File: config.mk
export PLATFORM = sky130hd
export DESIGN_NAME = fb_mem_init
export DESIGN_NICKNAME = d
export VERILOG_FILES = /design/src/rtl/fb_mem_init.sv
export SDC_FILE = /design/constraint.sdc
export NUM_CORES = 1
export LEC_CHECK = 0
export ABC_AREA = 0
export CAP_MARGIN = 25
export CORE_ASPECT_RATIO = 1.75
export CORE_UTILIZATION = 54
export DETAILED_ROUTE_END_ITERATION = 7
export GPL_TIMING_DRIVEN = 0
export PLACE_DENSITY = 0.95
export RECOVER_POWER = 100
export SETUP_SLACK_MARGIN = 0.1
export SKIP_CTS_REPAIR_TIMING = 1
export SLEW_MARGIN = 30
export SYNTH_ARGS = -nofsm -noshare
export SYNTH_HDL_FRONTEND = slang
export SYNTH_SLANG_ARGS = --single-unit
export TNS_END_PERCENT = 20
File: constraint.sdc
create_clock -name clk -period 3.8 [get_ports clk]
set_input_delay 0.57 -clock clk [delete_from_list [all_inputs] [get_ports clk]]
set_output_delay 0.57 -clock clk [all_outputs]
set_load 0.02 [all_outputs]
File: src/rtl/fb_mem_init.sv
// Framebuffer clear engine: fills NUM_WORDS words from BASE_ADDR with FILL_PATTERN over Avalon-MM.
// Define FB_MEM_INIT_VERIFY_EN to add a read-back verify pass with sticky error capture.
`timescale 1ns/1ps
module fb_mem_init #(
  parameter int                      ADDR_WIDTH   = 25,
  parameter int                      DATA_WIDTH   = 32,
  parameter logic [ADDR_WIDTH-1:0]   BASE_ADDR    = '0,
  parameter int                      NUM_WORDS    = 614400,
  parameter logic [DATA_WIDTH-1:0]   FILL_PATTERN = '0
) (
  input  logic                  clk,
  input  logic                  reset,
  input  logic                  start,
  input  logic                  mem_ready,
  output logic [ADDR_WIDTH-1:0] avl_addr,
  output logic                  avl_write,
  output logic [DATA_WIDTH-1:0] avl_wdata,
  input  logic                  avl_waitrequest,
`ifdef FB_MEM_INIT_VERIFY_EN
  output logic                  avl_read,
  input  logic [DATA_WIDTH-1:0] avl_readdata,
  input  logic                  avl_readdatavalid,
  output logic                  verify_err,
  output logic [ADDR_WIDTH-1:0] verify_err_addr,
`endif
  output logic                  busy,
  output logic                  mem_init_done
);

  localparam int                   CNT_WIDTH = $clog2(NUM_WORDS + 1);
  localparam logic [CNT_WIDTH-1:0] LAST_IDX  = CNT_WIDTH'(NUM_WORDS - 1);

  typedef enum logic [2:0] {
    S_IDLE,
    S_WAIT_RDY,
    S_WRITE,
`ifdef FB_MEM_INIT_VERIFY_EN
    S_READ,
    S_RD_WAIT,
`endif
    S_DONE
  } state_t;

  state_t                r_state;
  logic [CNT_WIDTH-1:0]  r_cnt;
  logic [ADDR_WIDTH-1:0] r_addr;
  logic                  r_write;
  logic                  r_done;

  state_t                w_state_nxt;
  logic [CNT_WIDTH-1:0]  w_cnt_nxt;
  logic [ADDR_WIDTH-1:0] w_addr_nxt;
  logic                  w_write_nxt;
  logic                  w_done_nxt;

`ifdef FB_MEM_INIT_VERIFY_EN
  logic                  r_read;
  logic                  r_err;
  logic [ADDR_WIDTH-1:0] r_err_addr;
  logic                  w_read_nxt;
  logic                  w_err_nxt;
  logic [ADDR_WIDTH-1:0] w_err_addr_nxt;
`endif

  always_comb begin
    w_state_nxt = r_state;
    w_cnt_nxt   = r_cnt;
    w_addr_nxt  = r_addr;
    w_write_nxt = r_write;
    w_done_nxt  = r_done;
`ifdef FB_MEM_INIT_VERIFY_EN
    w_read_nxt     = r_read;
    w_err_nxt      = r_err;
    w_err_addr_nxt = r_err_addr;
`endif

    unique case (r_state)
      S_IDLE: begin
        if (start) begin
          w_state_nxt = S_WAIT_RDY;
          w_done_nxt  = 1'b0;
`ifdef FB_MEM_INIT_VERIFY_EN
          w_err_nxt      = 1'b0;
          w_err_addr_nxt = '0;
`endif
        end
      end

      S_WAIT_RDY: begin
        w_cnt_nxt  = '0;
        w_addr_nxt = BASE_ADDR;
        if (mem_ready) begin
          w_state_nxt = S_WRITE;
          w_write_nxt = 1'b1;
        end
      end

      // Once writing, mem_ready is ignored; only waitrequest stalls the request.
      S_WRITE: begin
        if (!avl_waitrequest) begin
          if (r_cnt != LAST_IDX) begin
            w_cnt_nxt  = r_cnt + CNT_WIDTH'(1);
            w_addr_nxt = r_addr + ADDR_WIDTH'(1);
          end else begin
            w_write_nxt = 1'b0;
`ifdef FB_MEM_INIT_VERIFY_EN
            w_state_nxt = S_READ;
            w_read_nxt  = 1'b1;
            w_cnt_nxt   = '0;
            w_addr_nxt  = BASE_ADDR;
`else
            w_state_nxt = S_DONE;
`endif
          end
        end
      end

`ifdef FB_MEM_INIT_VERIFY_EN
      S_READ: begin
        if (!avl_waitrequest) begin
          w_read_nxt  = 1'b0;
          w_state_nxt = S_RD_WAIT;
        end
      end

      // Only the first failing address is kept; the pass always runs to the last word.
      S_RD_WAIT: begin
        if (avl_readdatavalid) begin
          if ((avl_readdata != FILL_PATTERN) && !r_err) begin
            w_err_nxt      = 1'b1;
            w_err_addr_nxt = r_addr;
          end
          if (r_cnt != LAST_IDX) begin
            w_cnt_nxt   = r_cnt + CNT_WIDTH'(1);
            w_addr_nxt  = r_addr + ADDR_WIDTH'(1);
            w_read_nxt  = 1'b1;
            w_state_nxt = S_READ;
          end else begin
            w_state_nxt = S_DONE;
          end
        end
      end
`endif

      S_DONE: begin
        w_done_nxt  = 1'b1;
        w_state_nxt = S_IDLE;
      end

      default: begin
        w_state_nxt = S_WAIT_RDY;
        w_write_nxt = 1'b0;
      end
    endcase
  end

  // Reset lands in S_WAIT_RDY so the first clear starts without a start pulse.
  always_ff @(posedge clk or negedge reset) begin
    if (!reset) begin
      r_state <= S_WAIT_RDY;
      r_cnt   <= '0;
      r_addr  <= BASE_ADDR;
      r_write <= 1'b0;
      r_done  <= 1'b0;
`ifdef FB_MEM_INIT_VERIFY_EN
      r_read     <= 1'b0;
      r_err      <= 1'b0;
      r_err_addr <= '0;
`endif
    end else begin
      r_state <= w_state_nxt;
      r_cnt   <= w_cnt_nxt;
      r_addr  <= w_addr_nxt;
      r_write <= w_write_nxt;
      r_done  <= w_done_nxt;
`ifdef FB_MEM_INIT_VERIFY_EN
      r_read     <= w_read_nxt;
      r_err      <= w_err_nxt;
      r_err_addr <= w_err_addr_nxt;
`endif
    end
  end

  assign avl_addr      = r_addr;
  assign avl_write     = r_write;
  assign avl_wdata     = FILL_PATTERN;
  assign busy          = (r_state != S_IDLE);
  assign mem_init_done = r_done;

`ifdef FB_MEM_INIT_VERIFY_EN
  assign avl_read        = r_read;
  assign verify_err      = r_err;
  assign verify_err_addr = r_err_addr;
`endif

endmodule

==> results of run 1 <==
==> worst max-delay path, stage by stage (launching register included) <==
cell and delay [ns]:
dfrtp_1 0.44, ha_1 0.23, nand3_1 0.13, or4_1 0.55, clkbuf_1 0.28, o21ai_4 0.31
clkbuf_1 0.46, nor3_1 0.13, a211o_1 0.30
==> cells by family after synthesis <==
family | synth area share
AOI/OAI and AO/OA | 0.215
buffers and inverters | 0.116
other | 0.00119
DFF | 0.391
xor gates and xnor gates | 0.00558
and+or+nand+nor | 0.227
adders and majority gates | 0.0239
muxes | 0.0195
==> cells in the final DEF, fill, tap and decap left out, drive strengths merged, types with 7 or more instances in the layout <==
master and count:
nand3 23, dlygate4sd3 29, conb 32, clkbuf 22, dfrtp 48, nand2 37, nand4 12, and3 7
nor2 17, buf 35, a31oi 22, a21oi 9, o21ai 21, inv 9, a211o 7
==> cell type report <==
class,instances,area [um^2],area share
buffer,49,307,0.0816
clock buffer,7,86.3,0.0230
clock inverter,1,30.0,0.00800
inverter,9,33.8,0.00900
multi-input combinational,274,1660,0.443
sequential,49,1230,0.327
tap,76,95.1,0.0253
timing repair buffer,32,314,0.0836
==> sequential cells by signal (all words and copies together), names as in the netlist <==
register       count
r_state            2
r_cnt             20
avl_addr          25
avl_write          1
mem_init_done      1
==> metal layers <==
layer	vias to the layer above	wire, um	GRT usage	share of wire
met1	1445	3090	0.346	0.36
met5	-	0	0	0
met2	178	4570	0.510	0.53
li1	1389	-	-	-
met3	32	578	0.0464	0.068
met4	0	318	0.170	0.037
==> metrics by stage <==
stage               instance area (um^2)  cells  total power, uW  utilization
floorplan                           3260    381             1150            -
global placement                    3670    489             1390        0.658
detailed placement                  3670    489             1410        0.657
CTS                                 3790    497             1810        0.678
global route                        3750    497             1890        0.672
finish                              3750    497             1800        0.672
==> power breakdown <==
part           switching, uW  internal [uW]  total (uW)  leakage [uW]
clock network            187            215         402     0.0000585
registers               57.2            575         632      0.000671
logic                    517            248         765       0.00105
==> final timing paths <==
path,startpoint,cells past startpoint,to
setup / recovery,r_cnt[0],8,avl_addr[8]
hold / removal,avl_addr[23],1,avl_addr[23]
setup reg to reg,r_cnt[0],8,avl_addr[8]
hold reg to reg,avl_addr[23],1,avl_addr[23]
max in group asynchronous,reset,1,avl_addr[19]
min in group asynchronous,reset,1,r_cnt[2]
==> summary.md, run 1 <==
| Metric | Value |
|---|---|
| F_max | `roughly 340 MHz` |
| Slack of the critical path | `between 0.8 and 0.9 ns` |
| PwrDens | `roughly 480 mW/mm^2` |
| RSZ-0062 raised after global routing | `false` |
| Area of the mapped netlist | `between 0.003 and 0.004 mm^2` |
| Ys Warns | `0` |
| Most frequent cell after synthesis | `dfrtp_1` |
| Post-DR wirelength/cell | `around 17 um` |
| CTS tree | `done` |
| DRC violations left | `0` |
| Yosys reg bits | `~50` |
| Largest fanout on the critical path | `10` |
| Arrival time at the worst endpoint | `between 3 and 4 ns` |
| Setup TNS | `0 ns` |
| Leading area contributor after synthesis | `dfrtp_1` |
| Critical Path RT | `3.99 ns` |
| Sinks on Clock Net | `a little under 50` |
| Slew headroom | `-0.774` |
| Gr usage total | `0.298` |
| Top_reg_cell synth | `dfrtp_1` |
| Vias in the first global route | `about 2,900` |
| Post-DP HPWL | `between 5000 and 6000 um` |
| Port bufs | `32` |
| DP Worst Slack | `about 1.3 ns` |
| Die height | `103 um` |
| Detail Route Antenna Nets | `0` |
| Number of enable flip-flop cells after synthesis | `0` |
| Post-Syn Area per Cell | `between 8 and 9 um^2` |
| Slew @ Worst Pin | `between 2 and 3 ns` |
| Synth top cells by count | `dfrtp_1, nand2_1, buf_4, nand3_1, a31oi_1` |
| Share of post-route cells with drive strength above 1 | `0.126` |
| LEAKAGE | `~0.0018 uW` |
| Clock Skew | `0.0166 ns` |
| Core area | `0.00559 mm^2` |
| Setup Viol. Count Final | `0` |
| Netlist cell types | `just under 60` |
| Drt total wl | `approximately 8600 um` |
| Max-cap viol count | `1` |
| First-pass DRT Iterations | `5` |
| First-pass GRT wire length | `approximately 14,000 um` |
| Vias per cell | `approximately 6` |
| GPL Wtd Cong | `about 0.9` |
| Critical path class | `flop to flop` |
| Ys async rst share | `1.00` |
| Synth top area share | `0.382` |
| Effective utilization at floorplan | `0.562` |
| Largest net degree at the start of global routing | `50` |
| Fin. Hold Viols | `0` |
| Peak supply drop | `~0.00039 V` |
| # fillers | `482` |
| CTS root buf | `clkbuf_8` |
| Die area | `~0.0061 mm^2` |
| Inserted Clock Buffers | `5` |
| Area contributors post-synth | `dfrtp_1, buf_4, nand2_1` |
| Layout area overhead | `19.5%` |
| Antenna violations before repair | `0` |
| Ant. Diodes | `0` |
| Reg clk slew, reported paths | `approximately 0.090 ns` |
| Register-to-Register Setup Slack | `0.86 ns` |
| Max clock buf depth | `2` |
| 1st-iter DRT viols | `about 160` |
| Post-synthesis sequential area ratio | `0.391` |
| Clk Latency, worst-skew pair | `between 0.3 and 0.4 ns` |
| Io pins | `between 60 and 70` |
| Hold Crit Class | `flop to flop` |
| CTS H-tree lvls | `2` |
| Chip width | `roughly 60 um` |
| Final period util | `0.775` |
| Failing checks | `max-capacitance violations, max-slew violations` |
| Cell Rows | `36` |
| Critical Path Sink Type | `flop` |
| Result of the run | `complete, but fails checks` |
| Startpoint Class | `flop` |
| Max-slew violations | `50` |
| DR vias | `between 3,000 and 4,000` |
| Final nets | `approximately 430` |
| Final hold slack | `~0.51 ns` |
| Cells after synthesis | `350` |
| Fin crit period | `~2.9 ns` |
| Total grt overflow | `0` |
No activity file was read; power rests on OpenSTA's default activity.
==> inputs of run 2 (changes only) <==
CORE_UTILIZATION = 47   (was 54)
PLACE_DENSITY = 0.88   (was 0.95)
clock period = 2.7 ns   (was 3.8 ns; I/O delays follow)
==> run 2 against run 1 <==
  * The run now ends clean
  * Sequential cell count stayed put
  * Wire length down 3.5%
  * Maximum frequency rose by 17%
  * Via count down 0.72%
  * Final cell count rose by 1.4%
  * Hold slack worse by 0.14 ns
  * Cell area rose by 2.6%
  * Die area is 14% higher
  * Sequential share of layout area shrank 0.82 points
  * Highest routed layer unchanged
==> summary.md, run 2 (synthesized netlist as in run 1, its figures left out) <==
| Metric | Value |
|---|---|
| Result of the run | `finished clean` |
| Max-slew violations | `0 (-100%)` |
| Slack of the critical path | `0.191 ns (-0.664 ns)` |
| Io pins | `65 (unchanged)` |
| Largest net degree at the start of global routing | `50 (unchanged)` |
| Vias per cell | `6.00 (-2.1%)` |
| Chip width | `63.8 um (+6.9%)` |
| DRC violations left | `0 (unchanged)` |
| Ant. Diodes | `0 (unchanged)` |
| Overall power | `2720 uW (+51%)` |
| Port bufs | `32 (unchanged)` |
| Critical Path RT | `2.93 ns (-1.06 ns)` |
| Detail Route Antenna Nets | `0 (unchanged)` |
| Critical Path Sink Type | `flop` |
| Post-DP Area | `0.00368 mm^2 (+0.20%)` |
| Arrival time at the worst endpoint | `2.74 ns (-0.40 ns)` |
| Core area | `0.00649 mm^2 (+16%)` |
| Die area | `0.00703 mm^2 (+14%)` |
| Fin. Hold Viols | `0 (unchanged)` |
| Final nets | `432 (+0.23%)` |
| Critical path class | `flop to flop` |
| Antenna violations before repair | `0 (unchanged)` |
| CP cell instances | `ha_1, nand3_1, or4_1, buf_6, o21a_4, nor2_1, a22o_1` |
| First-pass DRT Iterations | `8 (+3)` |
| Post-DP HPWL | `5840 um (-2.0%)` |
| Largest fanout on the critical path | `10 (unchanged)` |
| Max reg flops | `25 (unchanged)` |
| Worst reg2reg startpoint | `r_cnt[0]` |
| Clk Latency, worst-skew pair | `0.29 ns (-0.03 ns)` |
| Post-Layout Inst Area | `0.00385 mm^2 (+2.6%)` |
| Cell Rows | `39 (+8.3%)` |
| Clock Skew | `0.00850 ns (-0.00810 ns)` |
| F_max | `399 MHz (+17%)` |
| Max clock buf depth | `2 (unchanged)` |
| Total grt overflow | `0 (unchanged)` |
| Final hold slack | `0.368 ns (-0.138 ns)` |
| RSZ-0062 raised after global routing | `false` |
| Crit path launch | `r_cnt[0]` |
| Sinks on Clock Net | `49 (unchanged)` |
| CP top delay family | `simple AND/OR/NAND/NOR gates` |
| GPL Wtd Cong | `0.974 (+6.8%)` |
| Gr usage total | `0.246 (-0.0521)` |
| Slowest stage cell, crit path | `or4_1` |
| CP max stage delay | `0.56 ns (about the same)` |
| CTS H-tree lvls | `2 (unchanged)` |
| CTS root buf | `clkbuf_16` |
| Setup Viol. Count Final | `0 (unchanged)` |
| Final period util | `0.929 (+0.154)` |
| PwrDens | `707 mW/mm^2 (+48%)` |
| Reg clk slew, reported paths | `0.06 ns (-0.03 ns)` |
| 1st-iter DRT viols | `267 (+71%)` |
| Max-cap viol count | `0 (-1)` |
| Drt total wl | `8260 um (-3.5%)` |
| DR vias | `3,022 (-0.72%)` |
| Fin crit period | `2.51 ns (-0.436 ns)` |
| # fillers | `529 (+9.8%)` |
| Peak supply drop | `0.000484 V (+25%)` |
| First-pass GRT wire length | `13,400 um (-2.0%)` |
| Layout area overhead | `22.6%` |
| Share of post-route cells with drive strength above 1 | `0.145 (+0.0187)` |
| Most frequent cells in the layout | `dfrtp_1, nand2_1, buf_4, conb_1, dlygate4sd3_1` |
| Slew headroom | `0.178 (+0.952)` |
| Hold Crit Class | `input port to async pin` |
| Startpoint Class | `flop` |
| Post-DR wirelength/cell | `16.4 um (-4.8%)` |
| Buf+Inv Stages, Crit Path | `1 (-1)` |
| Effective utilization at floorplan | `0.484 (-0.0784)` |
| Slew @ Worst Pin | `1.23 ns (-1.43 ns)` |
| Die height | `110 um (+7.0%)` |
| Most common cell after layout, fill and taps aside | `dfrtp_1` |
| CTS tree | `done` |
| Inserted Clock Buffers | `5 (unchanged)` |
| Vias in the first global route | `2,928 (+2.6%)` |
| DP Worst Slack | `0.184 ns (-1.10 ns)` |
| LEAKAGE | `0.00183 uW (+3.1%)` |
[run 2: area by class of cell]
type                            count  area, um^2  share of cell area
Tap cell                           82         103              0.0266
Buffer                             49         333              0.0864
Timing Repair Buffer               33         323              0.0838
Multi-Input combinational cell    274        1660               0.431
Inverter                            9        33.8             0.00877
Sequential cell                    49        1230               0.319
Clock inverter                      1        30.0             0.00780
Clock buffer                        7         143              0.0370
[run 2: worst paths after layout]
check	cells after the start	slack, ns	endpoint
worst max register to register	7	0.19	r_cnt[14]
worst max-delay path	7	0.19	r_cnt[14]
worst min register to register	1	0.52	avl_addr[23]
max in group asynchronous	1	1.58	mem_init_done
worst min-delay path	1	0.37	r_cnt[1]
min in group clk	1	0.52	avl_addr[23]
[run 2: power breakdown]
part           switching (uW)  leakage (uW)  total (uW)  internal [uW]
combinational             730       0.00108        1110            375
sequential               74.9      0.000671         885            811
clock                     270     0.0000841         733            463
total                    1070       0.00183        2720           1650
[run 2: metrics by stage]
| step | util | instances | TNS, ns |
|---|---|---|---|
| final | 0.593 | 504 | 0 |
| after global routing | 0.593 | 504 | 0 |
| after CTS | 0.593 | 503 | 0 |
| after detailed placement | 0.567 | 495 | 0 |
| after global placement | 0.567 | 495 | -6.10 |
| after floorplan | - | 381 | 0 |
[run 2: layer usage]
| metal | up-vias | GRT usage | wire length, um | share of wire |
|---|---|---|---|---|
| li1 | 1389 | - | - | - |
| met1 | 1406 | 0.233 | 2830 | 0.34 |
| met2 | 176 | 0.438 | 4230 | 0.51 |
| met3 | 51 | 0.0422 | 581 | 0.070 |
| met4 | 0 | 0.242 | 614 | 0.074 |
| met5 | - | 0 | 0 | 0 |
==> inputs of run 3 (changes only) <==
CORE_ASPECT_RATIO = 0.5   (was 1.75)
REMOVE_ABC_BUFFERS = 1   (was default)
==> run 3 against run 2 <==
  * Cell area is 6.3% lower
  * Wire length fell by 8.1%
  * Setup slack lost 0.042 ns
  * Maximum frequency down 1.6%
  * Total power rose by 0.59%
  * First-iteration DRC count grew 22%
  * Non-clock buffer count down 47
  * Hold slack got worse by 0.0079 ns
  * Critical path depth is 1 lower
  * Critical path type unchanged
==> summary.md, run 3 (synthesized netlist as in run 1, its figures left out) <==
| Metric | Value |
|---|---|
| Post-DP HPWL | `4620 um (-21%)` |
| Detail Route Antenna Nets | `0 (unchanged)` |
| Critical Path Sink Type | `flop` |
| R2R depth | `6 (-1)` |
| F_max | `392 MHz (-1.6%)` |
| Layout area overhead | `14.9%` |
| Setup Viol. Count Final | `0 (unchanged)` |
| Reg clk slew, reported paths | `0.07 ns (about the same)` |
| Cell Rows | `20 (-49%)` |
| Critical path class | `flop to flop` |
| Fin. Hold Viols | `0 (unchanged)` |
| Post-Layout Inst Area | `0.00361 mm^2 (-6.3%)` |
| Register area | `0.00123 mm^2 (unchanged)` |
| Gr usage total | `0.213 (-0.0335)` |
| Fin crit period | `2.55 ns (+0.0419 ns)` |
| Core area | `0.00626 mm^2 (-3.6%)` |
| Die height | `59.8 um (-46%)` |
| Slack of the critical path | `0.149 ns (-0.0419 ns)` |
| Most frequent cells in the layout | `dfrtp_1, nand2_1, conb_1, dlygate4sd3_1, nand3_1` |
| Slew headroom | `0.179 (+0.00175)` |
| PwrDens | `759 mW/mm^2 (+7.4%)` |
| Most common cell after layout, fill and taps aside | `dfrtp_1` |
| DP Worst Slack | `-0.419 ns (-0.603 ns)` |
| First-pass GRT wire length | `11,900 um (-11%)` |
| Multi-input gate area | `0.00171 mm^2 (+3.0%)` |
| Vias in the first global route | `2,474 (-16%)` |
| First-pass DRT Iterations | `5 (-3)` |
| Share of post-route cells with drive strength above 1 | `0.0824 (-0.0621)` |
| Post-DR wirelength/cell | `16.4 um (-0.15%)` |
| Max-slew violations | `0 (unchanged)` |
| Startpoint Class | `flop` |
| Post-DP Area | `0.00336 mm^2 (-8.7%)` |
| Max clock buf depth | `2 (unchanged)` |
| Critical Path RT | `2.88 ns (-0.05 ns)` |
| Final nets | `386 (-11%)` |
| CTS tree | `done` |
| RSZ-0062 raised after global routing | `true` |
| DRC violations left | `0 (unchanged)` |
| Arrival time at the worst endpoint | `2.73 ns (about the same)` |
| Io pins | `65 (unchanged)` |
| Clock Skew | `0.00744 ns (-0.00106 ns)` |
| GPL Wtd Cong | `0.847 (-13%)` |
| Antenna violations before repair | `0 (unchanged)` |
| Slew @ Worst Pin | `1.23 ns (-0.00262 ns)` |
| Peak supply drop | `0.000389 V (-20%)` |
| 1st-iter DRT viols | `326 (+22%)` |
| Sinks on Clock Net | `49 (unchanged)` |
| Final period util | `0.945 (+0.0155)` |
| Max reg flops | `25 (unchanged)` |
| Result of the run | `finished clean` |
| Total grt overflow | `0 (unchanged)` |
| LEAKAGE | `0.00163 uW (-11%)` |
| Largest net degree at the start of global routing | `50 (unchanged)` |
| Effective utilization at floorplan | `0.502 (+0.0181)` |
| Max-cap viol count | `0 (unchanged)` |
| Inserted Clock Buffers | `5 (unchanged)` |
| Largest fanout on the critical path | `39 (+29)` |
| DR vias | `2,838 (-6.1%)` |
| CTS root buf | `clkbuf_16` |
| Vias per cell | `6.12 (+2.0%)` |
| # fillers | `535 (+1.1%)` |
| Clk Latency, worst-skew pair | `0.30 ns (about the same)` |
| Die area | `0.00704 mm^2 (+0.10%)` |
| Chip width | `118 um (+84%)` |
| Drt total wl | `7590 um (-8.1%)` |
| Ant. Diodes | `0 (unchanged)` |
| Hold Crit Class | `input port to async pin` |
| Port bufs | `32 (unchanged)` |
| CTS H-tree lvls | `2 (unchanged)` |
## run 3: changes by cell type in the layout (fill, tap and decap cells not counted), moves of 2 or more
| cell | previous run | this run |
|---|---|---|
| buf_2 | 3 | 0 |
| buf_4 | 35 | 3 |
| buf_6 | 2 | 0 |
| clkbuf_1 | 8 | 0 |
| clkbuf_2 | 3 | 1 |
## run 3: cell type report
| class | count | area share |
|---|---|---|
| repair buffers | 35 | 0.0936 |
| flip-flops and latches | 49 | 0.340 |
| inverters | 9 | 0.00936 |
| clock inverters | 3 | 0.0180 |
| clock buffers | 5 | 0.0347 |
| well taps | 88 | 0.0305 |
| multi-input cells | 275 | 0.474 |
## run 3: metrics by stage
step,power (uW),util,setup TNS [ns],hold WS [ns],instances
floorplan,1530,-,0,0.109,332
global placement,1830,0.537,-24.17,0.506,452
detailed placement,1860,0.537,-6.16,0.464,452
CTS,2670,0.567,-6.87,0.152,460
global route,2870,0.577,0,0.473,464
finish,2740,0.577,0,0.360,464
## run 3: per-layer routing
layer | share of wire | track usage
met1 | 0.44 | 0.279
met2 | 0.47 | 0.355
met3 | 0.079 | 0.0525
met4 | 0.012 | 0.0659
met5 | 0 | 0
## run 3: worst max-delay path: stages (launching register included)
cell and delay (ns):
dfstp_1 0.41, inv_1 0.13, ha_4 0.40, nor2b_2 0.53
o21a_4 0.45, nor2_2 0.18, a211o_1 0.32
## run 3: worst paths after layout
| kind | start | to | slack [ns] |
|---|---|---|---|
| hold reg to reg | avl_addr[23] | avl_addr[23] | 0.52 |
| hold / removal | reset | r_cnt[0] | 0.36 |
| setup / recovery | r_state[0] | avl_addr[8] | 0.15 |
| max in group asynchronous | reset | avl_addr[12] | 1.59 |
| setup reg to reg | r_state[0] | avl_addr[8] | 0.15 |
| min in group clk | avl_addr[23] | avl_addr[23] | 0.52 |
## run 3: where the power goes
part | switching [uW] | internal (uW) | leakage (uW)
clock network | 285 | 529 | 0.0000938
registers | 84.3 | 810 | 0.000671
logic | 693 | 338 | 0.000866
==> edit 1, RTL diff (config.mk and constraints of run 3) <==
Add a define of `FB_MEM_INIT_VERIFY_EN`.
--- a/src/rtl/fb_mem_init.sv
+++ b/src/rtl/fb_mem_init.sv
@@ -2,4 +2,6 @@
 // Define FB_MEM_INIT_VERIFY_EN to add a read-back verify pass with sticky error capture.
 `timescale 1ns/1ps
+`define FB_MEM_INIT_VERIFY_EN
+
 module fb_mem_init #(
   parameter int                      ADDR_WIDTH   = 25,
Ports: changed (5 added); port bits go from 65 to 125. No check against the original RTL was run, so the function may have changed too.
==> edit 1 against run 3 <==
  * Synthesized area grew 36%
  * Wire length grew 44%
  * Clock skew up 0.0036 ns
  * Non-clock buffer count is 67 higher
  * Total power increased by 29%
  * Via count rose by 39%
  * Sequential cell count up 28
  * Setup slack worse by 0.016 ns
  * Utilization rose by 5.5 points
  * Design area up 54%
  * Clock power grew 41%
  * Largest power group is now registers
  * Highest routed layer unchanged
==> edit 1: results (changes against run 3) <==
status finished clean (unchanged); Repair and plain buffers 102 (was 35); Post-Synth Adder-Cell Area 0.878% (was 2.39%); critical path arrival 2.83 ns (was 2.73 ns); DP HPWL 7090 µm (was 4620 µm); Post-Place Worst Slack -0.467 ns (was -0.419 ns); met3 wire length 733 µm (was 603 µm); clock buf count 10 (was 5); Fill cells 668 (was 535); layout cells sized above 1 8.26% (was 8.24%); CTS buffer count 9 (was 5); multi-input gates 328 (was 275); Via density 6.06 (was 6.12); met1 wire length 4790 µm (was 3350 µm); first-pass GRT wire length 17400 µm (was 11900 µm); register area 1930 µm² (was 1230 µm²); gr usage total 23.3% (was 21.3%); IR drop worst, VDD 0.000382 V (was 0.000389 V); XOR/XNOR Fraction of Synth Area 2.05% (was 0.558%); Worst path top cell family by delay simple AND/OR/NAND/NOR gates (was compound AO/OA/AOI/OAI gates); H-tree depth 3 (was 2); metal2 WL 5280 µm (was 3550 µm); post-synthesis sequential area ratio 45.1% (was 39.1%); non-clk buf share 17.8% (was 9.36%); clk sink count 77 (was 49); clock-cell share of area 5.15% (was 5.27%); multiplexer area fraction after synthesis 0.703% (was 1.95%); syn_area_per_cell 9.76 µm² (was 8.98 µm²); Final Net Count 569 (was 386); Buffers on Ports 92 (was 32); Post-synth top cells dfrtp_1, buf_4, a21oi_1 (was dfrtp_1, nand2_1, buf_4)
-- edit 1: cell count changes after synthesis, moves of 7 or more --
cell | run 3 | this run
dfrtp_1 | 48 | 76
a22o_1 | 2 | 27
a21oi_1 | 9 | 32
or4_1 | 2 | 22
a31oi_1 | 22 | 4
o31ai_1 | 5 | 19
nand3_1 | 23 | 13
nor2_1 | 17 | 26
and4_1 | 0 | 8
xnor2_1 | 2 | 10
a211o_1 | 7 | 0
nor4_1 | 4 | 11
o21ai_0 | 19 | 12
-- edit 1: power by group --
group	total (W)	internal (W)	switching [W]
sequential	0.00137	0.00123	0.000143
combinational	0.00101	0.000337	0.000671
clock	0.00115	0.000652	0.000496
-- edit 1: routing by layer --
metal	up-vias	GRT usage (%)
met2	168	36.1
met5	-	0
li1	1795	-
met3	19	7.38
met4	0	6.11
met1	1954	31.4
-- edit 1: path summary, 6_finish.rpt --
path,end,slack [ns],from,cells past startpoint
max,avl_addr[24]$_DFFE_PN0P_,0.13,r_cnt[0]$_DFFE_PN0P_,6
min,verify_err_addr[22]$_DFFE_PN0P_,0.33,reset,1
max reg2reg,avl_addr[24]$_DFFE_PN0P_,0.13,r_cnt[0]$_DFFE_PN0P_,6
min reg2reg,verify_err$_DFFE_PN0P_,0.50,verify_err$_DFFE_PN0P_,1
max in group asynchronous,avl_addr[5]$_DFFE_PN0P_,0.48,reset,2
min in group clk,verify_err$_DFFE_PN0P_,0.50,verify_err$_DFFE_PN0P_,1
-- edit 1: worst register-to-register path: cells and delay by family (launching register included) --
kind	cells	cell delay [ns]
adders and majority gates	1	0.26
DFF	1	0.42
and+or+nand+nor	3	1.10
AOI/OAI and AO/OA	2	0.70
==> edit 2, RTL diff (flow settings as in run 3) <==
Without the edit above. Encoding of `state_t`: now one-hot (4 bits for 4 states).
--- a/src/rtl/fb_mem_init.sv
+++ b/src/rtl/fb_mem_init.sv
@@ -31,13 +31,13 @@
   localparam logic [CNT_WIDTH-1:0] LAST_IDX  = CNT_WIDTH'(NUM_WORDS - 1);
 
-  typedef enum logic [2:0] {
-    S_IDLE,
-    S_WAIT_RDY,
-    S_WRITE,
+  typedef enum logic [3:0] {
+    S_IDLE     = 4'b0001,
+    S_WAIT_RDY = 4'b0010,
+    S_WRITE    = 4'b0100,
 `ifdef FB_MEM_INIT_VERIFY_EN
     S_READ,
     S_RD_WAIT,
 `endif
-    S_DONE
+    S_DONE     = 4'b1000
   } state_t;
 
Formal check against the unedited RTL: same outputs for any inputs over 10 cycles, from zero or initial values and one cycle with reset low; not proved beyond that.
==> edit 2 against run 3 <==
  * Sequential share of layout area grew 1.8 points
  * Via count is 0.88% lower
  * Setup slack better by 0.085 ns
  * Synthesized cell count grew 3.1%
  * Clock skew is 0.0016 ns higher
  * Sequential cell count increased by 2
  * Count of clock-buffer cells in the layout up 2
  * Total power is 20% lower
  * Synthesized area fell by 0.48%
  * Wire length is 5.5% lower
  * Die area is 0.47% lower
  * Clock power decreased by 20%
  * Design area decreased by 1.1%
==> edit 2: results (changes against run 3) <==
status finished clean (unchanged); WL final 7180 µm (was 7590 µm); global-route met3 utilization 3.82% (was 5.25%); Initial DRT Pass Iterations 4 (was 5); clock buf count 7 (was 5); first-pass GRT wire length 12300 µm (was 11900 µm); grt met1 use 27.8% (was 27.9%); inverters 8 (was 9); XOR/XNOR Fraction of Synth Area 0.280% (was 0.558%); number of global-route vias before repair 2638 (was 2474); met3 wire length 449 µm (was 603 µm); register area 1280 µm² (was 1230 µm²); Post-Place Worst Slack -0.166 ns (was -0.419 ns); placed insts 467 (was 452); Critical Path Fanout Max 20 (was 39); clock-cell share of area 4.24% (was 5.27%); non-clk buf share 10.5% (was 9.36%); non-filler cells, final 476 (was 464); layout cells sized above 1 4.90% (was 8.24%); slowest stage delay, CP 0.64 ns (was 0.53 ns); Via density 5.91 (was 6.12); post-synthesis compound-gate area fraction 23.0% (was 21.5%); area of the multi-input gates 1620 µm² (was 1710 µm²); Hold Crit Class reg2reg (was in2async); Repair and plain buffers 37 (was 35); Comb power frac 30.4% (was 37.6%); cells after synthesis 361 (was 350); Fill cells 566 (was 535); IR drop worst, VDD 0.000314 V (was 0.000389 V); Placer Congestion 0.842 (was 0.847); relative slew slack 39.6% (was 17.9%); met1 wire length 3220 µm (was 3350 µm); R2R cell count 5 (was 6); multiplexer area fraction after synthesis 0.640% (was 1.95%); #FFs+latches synth 51 (was 49); multi-input gates 284 (was 275); largest net degree at the start of global routing 38 (was 50); gr usage total 22.0% (was 21.3%); DRT iter0 DRCs 135 (was 326); Leak 1.52 nW (was 1.63 nW); synth top area cells dfrtp_1, buf_4, a31oi_1, nand3_1, a21oi_1 (was dfrtp_1, buf_4, nand2_1, a31oi_1, nand3_1); Final Net Count 394 (was 386); DP HPWL 4840 µm (was 4620 µm); Slowest cell on crit path nor4b_4 (was nor2b_2); post-synth cell types 48 (was 58); Post-Synth Adder-Cell Area 0.800% (was 2.39%); metal2 WL 3420 µm (was 3550 µm); Worst path top cell family by delay simple AND/OR/NAND/NOR gates (was compound AO/OA/AOI/OAI gates); Final Skew 0.00904 ns (was 0.00744 ns); post-synthesis sequential area ratio 40.9% (was 39.1%)
-- edit 2: changes by cell type after synthesis, sizes merged, moves of 6 or more --
cell,before,now
a21oi,9,31
a31oi,22,31
a211o,7,1
nand3,23,32
nand2,37,31
o21a,2,8
-- edit 2: path summary, 6_finish.rpt --
path / slack, ns / startpoint / end
worst min-delay path: 0.48 / avl_addr[24]$_DFFE_PN0P_ / avl_addr[24]$_DFFE_PN0P_
min in group asynchronous: 0.72 / reset / avl_addr[4]$_DFFE_PN0P_
max in group asynchronous: 0.61 / reset / r_cnt[13]$_DFFE_PN0P_
worst max-delay path: 0.23 / r_state[3]$_DFFE_PN0P_ / avl_addr[23]$_DFFE_PN0P_
worst max register to register: 0.23 / r_state[3]$_DFFE_PN0P_ / avl_addr[23]$_DFFE_PN0P_
worst min register to register: 0.48 / avl_addr[24]$_DFFE_PN0P_ / avl_addr[24]$_DFFE_PN0P_
